## config.mk

```make
export PLATFORM = sky130hd
export DESIGN_NAME = turn_sequencer
export DESIGN_NICKNAME = d
export VERILOG_FILES = /design/src/rtl/turn_sequencer.sv
export SDC_FILE = /design/constraint.sdc
export NUM_CORES = 1
export LEC_CHECK = 0
export ABC_AREA = 1
export CELL_PAD_IN_SITES_DETAIL_PLACEMENT = 0
export CELL_PAD_IN_SITES_GLOBAL_PLACEMENT = 1
export CORE_ASPECT_RATIO = 0.6
export CORE_MARGIN = 2
export CORE_UTILIZATION = 46
export CTS_CLUSTER_DIAMETER = 200
export DETAILED_ROUTE_END_ITERATION = 12
export PLACE_DENSITY_LB_ADDON = 0.08
export SKIP_CTS_REPAIR_TIMING = 1
export SYNTH_ARGS = -nofsm -noshare
export SYNTH_HDL_FRONTEND = slang
export SYNTH_SLANG_ARGS = --single-unit
export TNS_END_PERCENT = 10
```

## constraint.sdc

```tcl
create_clock -name clk_100mhz -period 7.5 [get_ports clk_100mhz]
set_input_delay 1.5 -clock clk_100mhz [delete_from_list [all_inputs] [get_ports clk_100mhz]]
set_output_delay 1.5 -clock clk_100mhz [all_outputs]
set_load 0.01 [all_outputs]
```

## src/rtl/turn_sequencer.sv

```systemverilog
// turn_sequencer: two-player turn controller for the ui_render animators.
// A move request loads the active player's target x, strobes that player's
// animator, waits for its turn_done (or a timeout), commits the position,
// checks for a win at the flag and then passes the turn to the other player.
//
// Handshake semantics: i_move_req is a one-cycle request and is accepted only
// when the sequencer is idle (o_busy low) and the game is not over. Requests
// at any other time, and requests with zero steps, are dropped without effect.
// o_busy stays high from acceptance until the move has been committed.
// o_pN_move_start is a level strobe held for START_HOLD cycles with
// o_pN_target_x already stable. i_pN_turn_done comes from the render clock
// domain and is synchronised here. Only its rising edge counts, and only while
// the sequencer is waiting on that player.
module turn_sequencer #(
  parameter int START_X      = 20,
  parameter int TILE_SPACING = 60,
  parameter int MAX_X        = 620,
  parameter int START_HOLD   = 8,
  parameter int TIMEOUT_CYC  = 2**26
) (
  input  logic       clk_100mhz,
  input  logic       btn_reset,
  input  logic       i_move_req,
  input  logic [1:0] i_move_steps,
  input  logic       i_p1_turn_done,
  input  logic       i_p2_turn_done,
  output logic [9:0] o_p1_target_x,
  output logic       o_p1_move_start,
  output logic [9:0] o_p2_target_x,
  output logic       o_p2_move_start,
  output logic       o_active_player,
  output logic       o_busy,
  output logic       o_game_over,
  output logic [1:0] o_winner,
  output logic       o_timeout_err,
  output logic [3:0] o_p1_tile,
  output logic [3:0] o_p2_tile,
  output logic [2:0] o_dbg_state
);

  localparam int CNT_W  = (TIMEOUT_CYC > 2) ? $clog2(TIMEOUT_CYC) : 1;
  localparam int HOLD_W = $clog2(START_HOLD + 1);
  localparam logic [CNT_W-1:0]  TIMEOUT_LAST = CNT_W'(TIMEOUT_CYC - 1);
  localparam logic [HOLD_W-1:0] HOLD_DONE    = HOLD_W'(START_HOLD);
  localparam logic [9:0]        START_X10    = 10'(START_X);
  localparam logic [9:0]        MAX_X10      = 10'(MAX_X);

  typedef enum logic [2:0] {
    S_IDLE   = 3'd0,
    S_ISSUE  = 3'd1,
    S_WAIT   = 3'd2,
    S_COMMIT = 3'd3,
    S_OVER   = 3'd4
  } state_t;

  state_t              r_state;
  state_t              w_next_state;
  logic [HOLD_W-1:0]   r_hold_cnt;
  logic [CNT_W-1:0]    r_wait_cnt;
  logic [2:0]          r_p1_sync;
  logic [2:0]          r_p2_sync;
  logic [9:0]          r_p1_target;
  logic [9:0]          r_p2_target;
  logic [9:0]          r_p1_cur;
  logic [9:0]          r_p2_cur;
  logic [3:0]          r_p1_tile;
  logic [3:0]          r_p2_tile;
  logic                r_p1_start;
  logic                r_p2_start;
  logic                r_active;
  logic                r_busy;
  logic                r_game_over;
  logic [1:0]          r_winner;
  logic                r_timeout_err;

  logic                w_p1_done_evt;
  logic                w_p2_done_evt;
  logic                w_done_act;
  logic [9:0]          w_act_cur;
  logic [9:0]          w_act_target;
  logic [10:0]         w_sum;
  logic [9:0]          w_new_x;
  logic [3:0]          w_commit_tile;
  logic                w_accept;
  logic                w_strobe;
  logic                w_timeout;
  logic                w_commit;
  logic                w_win;

  // Rising edge of the synchronised done level, one clk_100mhz cycle wide.
  assign w_p1_done_evt = r_p1_sync[1] & ~r_p1_sync[2];
  assign w_p2_done_evt = r_p2_sync[1] & ~r_p2_sync[2];
  assign w_done_act    = r_active ? w_p2_done_evt : w_p1_done_evt;

  // New position is formed in 11 bits so an overshoot past the flag is seen
  // before clamping.
  assign w_act_cur     = r_active ? r_p2_cur : r_p1_cur;
  assign w_act_target  = r_active ? r_p2_target : r_p1_target;
  assign w_sum         = {1'b0, w_act_cur} + (11'(i_move_steps) * 11'(TILE_SPACING));
  assign w_new_x       = (w_sum > 11'(MAX_X)) ? MAX_X10 : w_sum[9:0];
  assign w_commit_tile = 4'((w_act_target - START_X10) / 10'(TILE_SPACING));

  // Two-flop synchroniser plus an edge-detect flop for each render-domain done.
  always_ff @(posedge clk_100mhz or posedge btn_reset) begin
    if (btn_reset) begin
      r_p1_sync <= 3'b000;
      r_p2_sync <= 3'b000;
    end else begin
      r_p1_sync <= {r_p1_sync[1:0], i_p1_turn_done};
      r_p2_sync <= {r_p2_sync[1:0], i_p2_turn_done};
    end
  end

  // FSM state register.
  always_ff @(posedge clk_100mhz or posedge btn_reset) begin
    if (btn_reset) r_state <= S_IDLE;
    else           r_state <= w_next_state;
  end

  // FSM next-state and per-cycle control decode.
  always_comb begin
    w_next_state = r_state;
    w_accept     = 1'b0;
    w_strobe     = 1'b0;
    w_timeout    = 1'b0;
    w_commit     = 1'b0;
    w_win        = 1'b0;
    case (r_state)
      S_IDLE: begin
        if (i_move_req && (i_move_steps != 2'd0) && !r_game_over) begin
          w_accept     = 1'b1;
          w_next_state = S_ISSUE;
        end
      end
      S_ISSUE: begin
        if (r_hold_cnt == HOLD_DONE) w_next_state = S_WAIT;
        else                         w_strobe     = 1'b1;
      end
      S_WAIT: begin
        if (w_done_act) begin
          w_next_state = S_COMMIT;
        end else if (r_wait_cnt == TIMEOUT_LAST) begin
          w_timeout    = 1'b1;
          w_next_state = S_COMMIT;
        end
      end
      S_COMMIT: begin
        w_commit = 1'b1;
        if (w_act_target == MAX_X10) begin
          w_win        = 1'b1;
          w_next_state = S_OVER;
        end else begin
          w_next_state = S_IDLE;
        end
      end
      S_OVER:  w_next_state = S_OVER;
      default: w_next_state = S_IDLE;
    endcase
  end

  // Strobe-hold and timeout counters; each is cleared outside its own state.
  always_ff @(posedge clk_100mhz or posedge btn_reset) begin
    if (btn_reset) begin
      r_hold_cnt <= '0;
      r_wait_cnt <= '0;
    end else begin
      if (r_state != S_ISSUE) r_hold_cnt <= '0;
      else if (w_strobe)      r_hold_cnt <= r_hold_cnt + 1'b1;
      if (r_state != S_WAIT)  r_wait_cnt <= '0;
      else                    r_wait_cnt <= r_wait_cnt + 1'b1;
    end
  end

  // Player positions, strobes and game status, updated on accept and commit.
  always_ff @(posedge clk_100mhz or posedge btn_reset) begin
    if (btn_reset) begin
      r_p1_target   <= START_X10;
      r_p2_target   <= START_X10;
      r_p1_cur      <= START_X10;
      r_p2_cur      <= START_X10;
      r_p1_tile     <= 4'd0;
      r_p2_tile     <= 4'd0;
      r_p1_start    <= 1'b0;
      r_p2_start    <= 1'b0;
      r_active      <= 1'b0;
      r_busy        <= 1'b0;
      r_game_over   <= 1'b0;
      r_winner      <= 2'b00;
      r_timeout_err <= 1'b0;
    end else begin
      r_p1_start <= w_strobe & ~r_active;
      r_p2_start <= w_strobe & r_active;
      if (w_accept) begin
        r_busy <= 1'b1;
        if (r_active) r_p2_target <= w_new_x;
        else          r_p1_target <= w_new_x;
      end
      if (w_timeout) r_timeout_err <= 1'b1;
      if (w_commit) begin
        r_busy <= 1'b0;
        if (r_active) begin
          r_p2_cur  <= r_p2_target;
          r_p2_tile <= w_commit_tile;
        end else begin
          r_p1_cur  <= r_p1_target;
          r_p1_tile <= w_commit_tile;
        end
        if (w_win) begin
          r_game_over <= 1'b1;
          r_winner    <= r_active ? 2'b10 : 2'b01;
        end else begin
          r_active <= ~r_active;
        end
      end
    end
  end

  assign o_p1_target_x   = r_p1_target;
  assign o_p2_target_x   = r_p2_target;
  assign o_p1_move_start = r_p1_start;
  assign o_p2_move_start = r_p2_start;
  assign o_active_player = r_active;
  assign o_busy          = r_busy;
  assign o_game_over     = r_game_over;
  assign o_winner        = r_winner;
  assign o_timeout_err   = r_timeout_err;
  assign o_p1_tile       = r_p1_tile;
  assign o_p2_tile       = r_p2_tile;
  assign o_dbg_state     = r_state;

endmodule
```

Yosys cells after proc, flatten, opt, wreduce, memory -nomap -nowiden. Cells that the tools add are included.

Bits in registers: 95. Input bits: 7. Output and inout bits: 39.

Reduce and logical (&&, ||, !) cells: 14. Muxes and demuxes: 26. Eq/ne operators: 12. Bitwise operators: 8. Multipliers: 1. Divide/modulo/power cells: 1. Magnitude comparators: 1. Add/subtract/negate cells: 4.

Operators with widths (count): two-way mux 10 bit (3); adder 26 x 1 -> 26 bit (second input constant) (1); equality test 26 bit (second input constant) (1); two-way mux 26 bit (1); two-way mux 3 bit (5); one-hot mux 3 bit (5 select lines) (1); two-way mux 1 bit (13); AND reduction 2 bit (6); adder 10 x 8 -> 11 bit (1); greater-than comparator 11 x 10 -> 1 bit (second input constant) (1); divider 10 x 6 -> 10 bit (second input constant) (1); equality test 10 bit (second input constant) (1); subtractor 10 x 5 -> 10 bit (second input constant) (1); two-way mux 4 bit (2); equality test 3 x 2 -> 1 bit (second input constant) (2); multiplier 2 x 4 -> 6 bit (second input constant) (1); nonzero test 2 bit (3); adder 4 x 1 -> 4 bit (second input constant) (1); AND 1 bit (4); equality test 4 bit (second input constant) (1); inequality test 2 bit (second input constant) (2); NOT 1 bit (4); equality test 3 x 1 -> 1 bit (second input constant) (1); equality test 3 bit (second input constant) (1); other kinds (8) (9).

Depth between registers and ports, before layout.
Word-level depth: 7. Depth in mapped cells: 32. Gate-level depth less buffers: 31.

Worst setup path after synthesis. OpenSTA, ideal clock, no wires.

Kind: input to register. Start point: input i_move_steps[0]. End point: register r_p1_target[3], in the netlist o_p1_target_x[3]. Slack: 3.695 ns. Arrival: 3.722 ns. Library setup time: 0.083 ns. Stages on the path: 13. Path through: inv_1 ha_1 inv_1 fa_1 o21ai_0 a21oi_1 o21ai_0 or3b_2 nand2_1 inv_1 nand2_1 nand2_1 o21ai_0.

Cells in the longest elaborated chain, start to end: 6. Elaborated cells between the ends (all ways): 10. Those cells by class: add/sub: 1; mul: 1; order compare: 1; mux: 3; reduce/logical: 4.

RTL lines: start: declaration (RTL line 24) `input logic [1:0] i_move_steps,`; branches (longest 6 deep; another with adder 10 x 8 -> 11 bit); end signal: assignment (RTL line 196) `else r_p1_target <= w_new_x;`; end: declaration (RTL line 62) `logic [9:0] r_p1_target;`.

Parallel ways; which one is timed is not known. A chain may end at the register's enable or synchronous reset.

Final worst setup path.
Start point: input i_move_steps[0]. End point: register r_p2_target[6], in the netlist o_p2_target_x[6].

Cells in the longest elaborated chain, start to end: 6. Elaborated cells between the ends (all ways): 10. Those cells by class: add/sub: 1; mul: 1; order compare: 1; mux: 3; reduce/logical: 4.

RTL lines: branches (longest 6 deep; another with adder 10 x 8 -> 11 bit); end signal: assignment (RTL line 195) `if (r_active) r_p2_target <= w_new_x;`; end: declaration (RTL line 63) `logic [9:0] r_p2_target;`.

Parallel ways; which one is timed is not known.

==> results.toml <==
[floorplanning]
dieHeight_um = 86.7
dieArea_sq_mm = 0.0123
ios = 46
start_util = 0.469
fp.coreArea_sq_mm = 0.0112
rows = 30
die_x_um = 142

[power_and_ir_drop]
p_int_w = 0.00160
p_seq_frac = 0.239
combPwrFrac = 0.599
leakagePower_nw = 2.81
power_switching_share = 0.474
irDropWorstVdd_mv = 0.345
switching_power_w = 0.00145
p_total_w = 0.00305
powerDensity_mw_per_mm2 = 496
p_clk_frac = 0.163

[yosys]
synthFlopType = "dfrtp_1"
synth-edff-count = 0
yosysMostFrequentCell = "nand2_1"
ys_types = 46
synth_fp_nets = 690
ys_warn_count = 0
ys_seq_elements = 95
synth_top_area_cell = "dfrtp_1"
asyncSetResetFlopFracSynth = 1.00
synthTopCellsByArea = "dfrtp_1, nand2_1, inv_1"
seq_area_frac_synth = 0.455
synthesis.area_sq_mm = 0.00524
synth.top_cell.area_share = 0.415
syn_inst = 664
synth_common_cells = "nand2_1, inv_1, dfrtp_1"
synth.avg_cell_area_sq_um = 7.90

[sta]
period_needed_ps = 4370
tns_ps = 0
hold_viol_final = 0
setup_viol = 0
slew_headroom = 0.380
fmax_ghz = 0.229
rsz0062_at_grt = "no"
fin_skew_ps = 8.83
timing.final.crit_share = 0.583
worstMarginPinSlew_ps = 930
drv_slew = 0

[global_route]
grt_pass1_vias = 3956
antenna_found_initial = 0
grt.total_usage = 0.217
grt_start_max_net_pins = 73
grt_pass1_wl_mm = 20.4
grt_remaining_overflow = 0

[cells_and_area]
num_antenna_cells = 0
syn_to_final_growth_pct = 17.4
drive_gt1_frac = 0.106
instances_no_fill = 859
final_net_count = 736

[routing]
via_count = 4274
drt-pass1-iter-count = 5
avgRoutedWirePerCell_um = 14.6
drc = 0
vias_per_cell = 4.98
drtAntennaViolNets = 0
wirelength_mm = 12.5
drtIter0Drc = 316

[placement]
gp_congestion = 0.806
dp_hpwl_mm = 9.09
dp_cells = 843
port_buffers = 45

[clock_network]
cts_tree = "yes"
cts_sinks = 95
clk_latency_ps = 350
cts_root_buf = "clkbuf_16"
cts-htree-levels = 3
clock_path_buffers = 2
path_clk_slew_ps = 60
cts_buffers = 9

[critical_path]
worstPathRequired_ps = 7760
end_kind = "flip-flop"
path_cells = "clkdlybuf4s50_1 > inv_1 > ha_1 > inv_1 > fa_1 > o21ai_0 > a21oi_1 > o21ai_0 > or3b_2 > nand2_1 > inv_1 > nand2_1 > nand2_1 > o21ai_0"
path_buf_inv = 4
slowest_delay_ps = 510
crit_family = "buffers and inverters"
cp.arrival_ps = 4630
critPathKind = "in2reg"
start_kind = "input pin"
cp_max_fo = 8
slowest_stage = "clkdlybuf4s50_1"

[hold_path]
hold_path.class = "reg2reg"

[run]
cap_violations = 0

[status]
run_status = "completed"
==> path summary, 6_finish.rpt <==
path	slack, ps	cells after the start	to	startpoint
worst max register to register	3680	26	o_p2_tile[0]$_DFFE_PP0P_	o_active_player$_DFFE_PP0P_
worst min register to register	350	0	r_p2_sync[1]$_DFF_PP0_	r_p2_sync[0]$_DFF_PP0_
worst min-delay path	350	0	r_p2_sync[1]$_DFF_PP0_	r_p2_sync[0]$_DFF_PP0_
worst max-delay path	3130	14	o_p2_target_x[6]$_DFFE_PP0P_	i_move_steps[0]
min in group asynchronous	1450	2	r_wait_cnt[13]$_DFF_PP0_	btn_reset
max in group asynchronous	4820	3	o_p1_target_x[5]$_DFFE_PP0P_	btn_reset
==> through the flow <==
| step | hold WS [ps] | area [sq um] | worst slack [ps] | utilization |
|---|---|---|---|---|
| 2_1_floorplan | 331 | 5240 | 3540 | - |
| 6_report | 348 | 6150 | 3130 | 0.550 |
| 4_1_cts | 350 | 6150 | 3140 | 0.550 |
| 3_3_place_gp | 335 | 5830 | 2910 | 0.521 |
| 3_5_place_dp | 335 | 5830 | 2790 | 0.521 |
| 5_1_grt | 356 | 6150 | 2840 | 0.550 |
==> cell families after synthesis <==
| kind of cell | count (synthesis) | share of synthesized area |
|---|---|---|
| flops | 95 | 0.455 |
| simple gates | 325 | 0.279 |
| fa+ha+maj | 19 | 0.0468 |
| buf+inv | 104 | 0.0788 |
| xor+xnor | 19 | 0.0332 |
| compound gates | 102 | 0.107 |
==> area by class of cell <==
cell class | instances | area (sq um)
timing repair buffer | 48 | 473
clock buffer | 10 | 239
tap | 144 | 180
multi-input combinational | 465 | 2440
sequential | 95 | 2390
fill | 1039 | 5030
clock inverter | 6 | 83.8
inverter | 91 | 347
==> power by group through the flow <==
stage / combinational (W) / clock [W] / sequential (W)
after floorplan: 0.00135 / 0 / 0.000743
after global placement: 0.00181 / 0 / 0.000733
after detailed placement: 0.00183 / 0 / 0.000737
after CTS: 0.00184 / 0.000508 / 0.000729
after global routing: 0.00209 / 0.000528 / 0.000744
final: 0.00183 / 0.000497 / 0.000728
==> placed cells by master, fill, tap and decap left out, drive strengths merged, types with 2 or more instances in the layout <==
cell type and count:
nor4 4, dfrtp 87, o211ai 2, a21oi 19, buf 3, o31ai 2
ha 18, xnor2 6, nor2 71, o21ai 70, nand2 202, clkbuf 10
inv 90, clkinv 5, nand3 27, dfstp 8, clkdlybuf4s50 45, bufinv 2
xor2 13, a31oi 2, nor3 9, nand4 4, or2 5
==> state kept, by name, indices dropped and copies added, names as in the netlist, 3 cells and up <==
register,flops
o_dbg_state,3
o_p1_target_x,10
o_p1_tile,4
o_p2_target_x,10
o_p2_tile,4
r_hold_cnt,4
r_p1_cur,10
r_p1_sync,3
r_p2_cur,10
r_p2_sync,3
r_wait_cnt,26
==> per-layer routing <==
metal	track usage	up-vias	wire length (um)
met5	0	-	0
li1	-	2185	-
met3	0.0541	14	695
met2	0.301	97	4930
met1	0.335	1978	6760
met4	0.0545	0	121
Note: power is estimated with default switching activity, not from simulation.
